[src/rtl/div_measure.sv]
// Clock period / high-time meter for the PIO divider.
// Counts clk cycles between synchronized pin edges and flags lock.
module div_measure #(
  parameter int W          = 24,
  parameter int LOCK_COUNT = 4,
  parameter int TOL        = 0
) (
  input  logic         clk,
  input  logic         reset,
  input  logic         enable,
  input  logic         pin,
  output logic [W-1:0] period,
  output logic [W-1:0] high,
  output logic         valid,
  output logic         locked,
  output logic         overflow
);

  typedef enum logic [1:0] {
    IDLE,
    ARM,
    MEASURE
  } state_t;

  localparam logic [W-1:0] CMAX = '1;
  localparam logic [3:0] LC = 4'(LOCK_COUNT);
  localparam logic signed [W:0] TOLV = (W+1)'(TOL);

  state_t state;
  logic s1, s2, s3;
  logic rise, fall;
  logic [W-1:0] cnt;
  logic [3:0] mcnt;
  logic [3:0] mnext;
  logic fresh;
  logic signed [W:0] diff;
  logic signed [W:0] adiff;
  logic match;

  assign rise = s2 & ~s3;
  assign fall = ~s2 & s3;

  assign diff = $signed({1'b0, cnt})
              - $signed({1'b0, period});
  assign adiff = diff[W] ? -diff : diff;
  // first period after arming compares against a stale value
  assign match = !fresh && (adiff <= TOLV);
  assign mnext = (mcnt >= LC) ? LC : mcnt + 4'd1;

  always_ff @(posedge clk or negedge reset) begin
    if (!reset) begin
      s1       <= 1'b0;
      s2       <= 1'b0;
      s3       <= 1'b0;
      state    <= IDLE;
      cnt      <= '0;
      period   <= '0;
      high     <= '0;
      valid    <= 1'b0;
      locked   <= 1'b0;
      overflow <= 1'b0;
      mcnt     <= '0;
      fresh    <= 1'b0;
    end else begin
      s1       <= pin;
      s2       <= s1;
      s3       <= s2;
      valid    <= 1'b0;
      overflow <= 1'b0;
      if (!enable) begin
        state  <= IDLE;
        locked <= 1'b0;
        mcnt   <= '0;
        cnt    <= '0;
        fresh  <= 1'b0;
      end else begin
        case (state)
          IDLE: state <= ARM;
          ARM: begin
            if (rise) begin
              cnt   <= W'(1);
              fresh <= 1'b1;
              state <= MEASURE;
            end
          end
          MEASURE: begin
            if (rise) begin
              period <= cnt;
              cnt    <= W'(1);
              valid  <= 1'b1;
              fresh  <= 1'b0;
              if (match) begin
                mcnt   <= mnext;
                locked <= (mnext == LC);
              end else begin
                mcnt   <= '0;
                locked <= 1'b0;
              end
            end else if (cnt == CMAX) begin
              overflow <= 1'b1;
              locked   <= 1'b0;
              mcnt     <= '0;
              cnt      <= '0;
              state    <= ARM;
            end else begin
              cnt <= cnt + W'(1);
              if (fall) high <= cnt;
            end
          end
          default: state <= IDLE;
        endcase
      end
    end
  end

endmodule

[config.mk]
export PLATFORM = sky130hd
export DESIGN_NAME = div_measure
export DESIGN_NICKNAME = d
export VERILOG_FILES = /design/src/rtl/div_measure.sv
export SDC_FILE = /design/constraint.sdc
export NUM_CORES = 1
export LEC_CHECK = 0
export ABC_CLOCK_PERIOD_IN_PS = 4240
export CAP_MARGIN = 20
export CORE_MARGIN = 1.5
export CORE_UTILIZATION = 50
export CTS_BUF_LIST = sky130_fd_sc_hd__clkbuf_4 sky130_fd_sc_hd__clkbuf_8 sky130_fd_sc_hd__clkbuf_16
export DETAILED_ROUTE_END_ITERATION = 8
export GPL_TIMING_DRIVEN = 0
export PLACE_DENSITY = 0.73
export RECOVER_POWER = 25
export SETUP_SLACK_MARGIN = 0.2
export SLEW_MARGIN = 20
export SYNTH_ARGS = -nofsm -noshare
export SYNTH_HDL_FRONTEND = slang
export SYNTH_SLANG_ARGS = --single-unit
[constraint.sdc]
create_clock -name clk -period 4.24 [get_ports clk]
set_clock_uncertainty 0.1 [all_clocks]
set_input_delay 0.636 -clock clk [delete_from_list [all_inputs] [get_ports clk]]
set_output_delay 0.636 -clock clk [all_outputs]
set_load 0.005 [all_outputs]
==> results.md <==
- Cts hold-fix bufs: 0
- Core Footprint: 11,500 um^2
- Post-Syn Area: about 5900 um^2
- Crit path DAT: 4.16 ns
- Worst-Margin Slew: 1.50 ns
- Die area: around 12,000 um^2
- Reg-to-reg slack, setup: a little over 0.2 ns
- Pre-antenna DRT Iters: 5
- Area contributors post-synth: dfrtp_1, o21ai_0, nand2_1, ha_1, mux2_2
- DIE WIDTH: 112 um
- Yosys top cell area share: 0.361
- Setup TNS: 0 ns
- H-tree depth: 3
- Via density: just over 6
- CP max stage delay: 0.42 ns
- DP HPWL: 12,400 um
- Unique masters post-synth: 76
- Async S/R FF share, synth: 1.00
- WP buf/inv: 4
- Slowest CP cell: or4_4
- Site row count: 39
- Max Slew Vio Count: 0
- Clk root buf: clkbuf_16
- Top cells by count, synth: nand2_1, dfrtp_1, o21ai_0
- Clk slew on worst S/H paths: 0.06 ns
- Max cap viols: 1
- Area grow syn2layout: 28.1%
- Core Util, Final: 0.658
- Gpl congestion: 0.959
- Fraction of layout cells with a size suffix above 1: 0.198
- Max-slew headroom: 0.00154
- Hold Fails Final Rpt: 0
- Worst setup EP type: flip-flop
- Count leader, synth: nand2_1
- Clk_lat worst skew: 0.34 ns
- Die Span Y: between 100 and 150 um
- Status: complete, but fails checks
- DR iter-0 viols: between 400 and 500
- Multiplexer share of the synthesized area: 0.0493
- Final period util: 0.951
- Total CTS buffers: 9
- Largest net degree at the start of global routing: 57
- Drt total wl: approximately 17,000 um
- Starting density of the core: 0.514
- Leak pwr: between 3 and 4 nW
- Register area share after synthesis: 0.361
- Main synth FF type: dfrtp_1
- Antenna violations before repair: 0
- Total gr overflow: 0
- Adder-Cell Fraction of Synth Area: 0.0586
- Clock buffer depth: 2
- IO Port Bufs: 54
- First-pass GRT wire length: 28,000 um
- Yosys top cell by area: dfrtp_1
- Diode count: 0
- GR Layer Usage met3: 0.0376
- I/O pin cnt: 55
- Place WS: -0.388 ns
- Fmax: between 0.2 and 0.25 GHz
- Hold WS: approximately 0.25 ns
- Avg Cell Area, Syn: 8.45 um^2
- Largest vdd supply drop: 278 uV
- Routed len/inst: 18.3 um
- CP max FO: 4
- Crit Path Category: reg2reg
- Vias in the first global route: about 5,600
- Met2 GRT Util: 0.456
- Largest family of logic cells by synthesized area: compound AO/OA/AOI/OAI gates
- Hold crit path type: reg2reg
- GRT Max-Usage Layer: met2
- Req. time, crit path: 4.37 ns
- Cell family with most CP delay: simple AND/OR/NAND/NOR gates
- Layout Nets: 820
- Tmin final: around 4.0 ns
- Routed Antenna Nets: 0
- Final setup viols: 0
- CTS tree: done
- Post-synth EDFFs: 0
- Via count: 5,812
- Xor/xnor cell area share of the yosys netlist: 0.0164
- Crit path cell chain: inv_2, ha_4, fa_2, buf_6, xor2_4, nand3_2, or3_4, or4_4, buf_6, nor4_4, clkbuf_16, mux2_4, nand3_2, o211ai_1, o21ai_1, o21ai_2, a32o_1
- RSZ-0062 raised after global routing: yes
- Power Density: 337 nW/um^2
- Cell count after synthesis: 697
- Synth Area in Simple Gates: 0.220
- Gr usage total: 0.276
- Total power: 2.55 mW
- Final WS setup: 0.207 ns
- Yosys warning count: 0
- Met1 usage: 0.378
- Failing checks: max-capacitance violations
- Startpoint Class: flip-flop
- Compound-Gate Fraction of Synth Area: 0.253
- DRC: 0
- Synth Register Bits: 85
- Syn nets: ~730
- Clock sinks: 85
==> worst paths after layout <==
check                      startpoint        to  cells past startpoint
setup reg to reg               cnt[0]   mcnt[2]                     17
min in group asynchronous       reset  high[11]                      1
hold reg to reg                    s1        s2                      0
setup / recovery               cnt[0]   mcnt[2]                     17
hold / removal                     s1        s2                      0
max in group asynchronous       reset   cnt[13]                      2
==> kinds of logic after synthesis <==
logic type | after synthesis
multiplexers | 26
XOR/XNOR | 11
flip-flops | 85
adder cells (fa/ha/maj) | 27
buffers and inverters | 61
AO/OA/AOI/OAI | 236
AND/OR/NAND/NOR | 251
==> metal layers <==
metal  share of wire  vias to the layer above
li1                -                     2762
met1            0.46                     2818
met2            0.48                      201
met3           0.046                       31
met4           0.018                        0
met5               0                        -
==> sequential cells by signal, indices dropped and copies added, names as in the netlist <==
name	count
period	24
overflow	1
locked	1
state	2
cnt	24
s3	1
fresh	1
s1	1
high	24
mcnt	4
s2	1
valid	1
==> stage by stage <==
step                      instance area (um^2)  instances
after floorplan                           5890        697
after CTS                                 7270        922
after detailed placement                  6640        895
after global placement                    6610        894
after global routing                      7550        937
final                                     7550        937
==> placed cells by master, fill, tap and decap left out, drive strengths merged, types with 14 or more instances in the layout <==
cell type | synthesis | layout
o21ai | 93 | 93
nand2 | 91 | 91
dfrtp | 85 | 85
clkdlybuf4s50 | 0 | 52
a21oi | 49 | 49
inv | 34 | 36
buf | 10 | 34
nor2 | 33 | 33
clkbuf | 17 | 30
ha | 26 | 26
mux2 | 24 | 24
nand3 | 24 | 24
and3 | 17 | 17
and2 | 14 | 14
==> power breakdown <==
part           internal (mW)  switching [mW]  leakage [nW]  total [mW]
clock network          0.578           0.326         0.166       0.904
logic                  0.332           0.419          1.96       0.751
registers              0.859          0.0343          1.07       0.893
==> cell type report <==
cell class	count	area, um^2
repair buffers	81	756
clock buffers	9	225
clock inverters	7	120
inverters	34	128
multi-input cells	551	3860
well taps	143	179
flip-flops and latches	85	2140
plain buffers	27	140
fillers	945	3920
==> repair_timing <==
action	in CTS	in global routing
pin swaps	14	22
setup endpoints to repair	4	25
setup buffers	11	15
gates resized for setup	41	60
==> worst register-to-register path: cells and delay by family, from the launching register on <==
kind / cells / cell delay, ns
AND/OR/NAND/NOR: 5 / 1.30
AO/OA/AOI/OAI: 4 / 0.60
buffers and inverters: 4 / 0.57
adder cells (fa/ha/maj): 2 / 0.51
flip-flops: 1 / 0.36
multiplexers: 1 / 0.30
XOR/XNOR: 1 / 0.19
No activity file was read; power rests on OpenSTA's default activity.
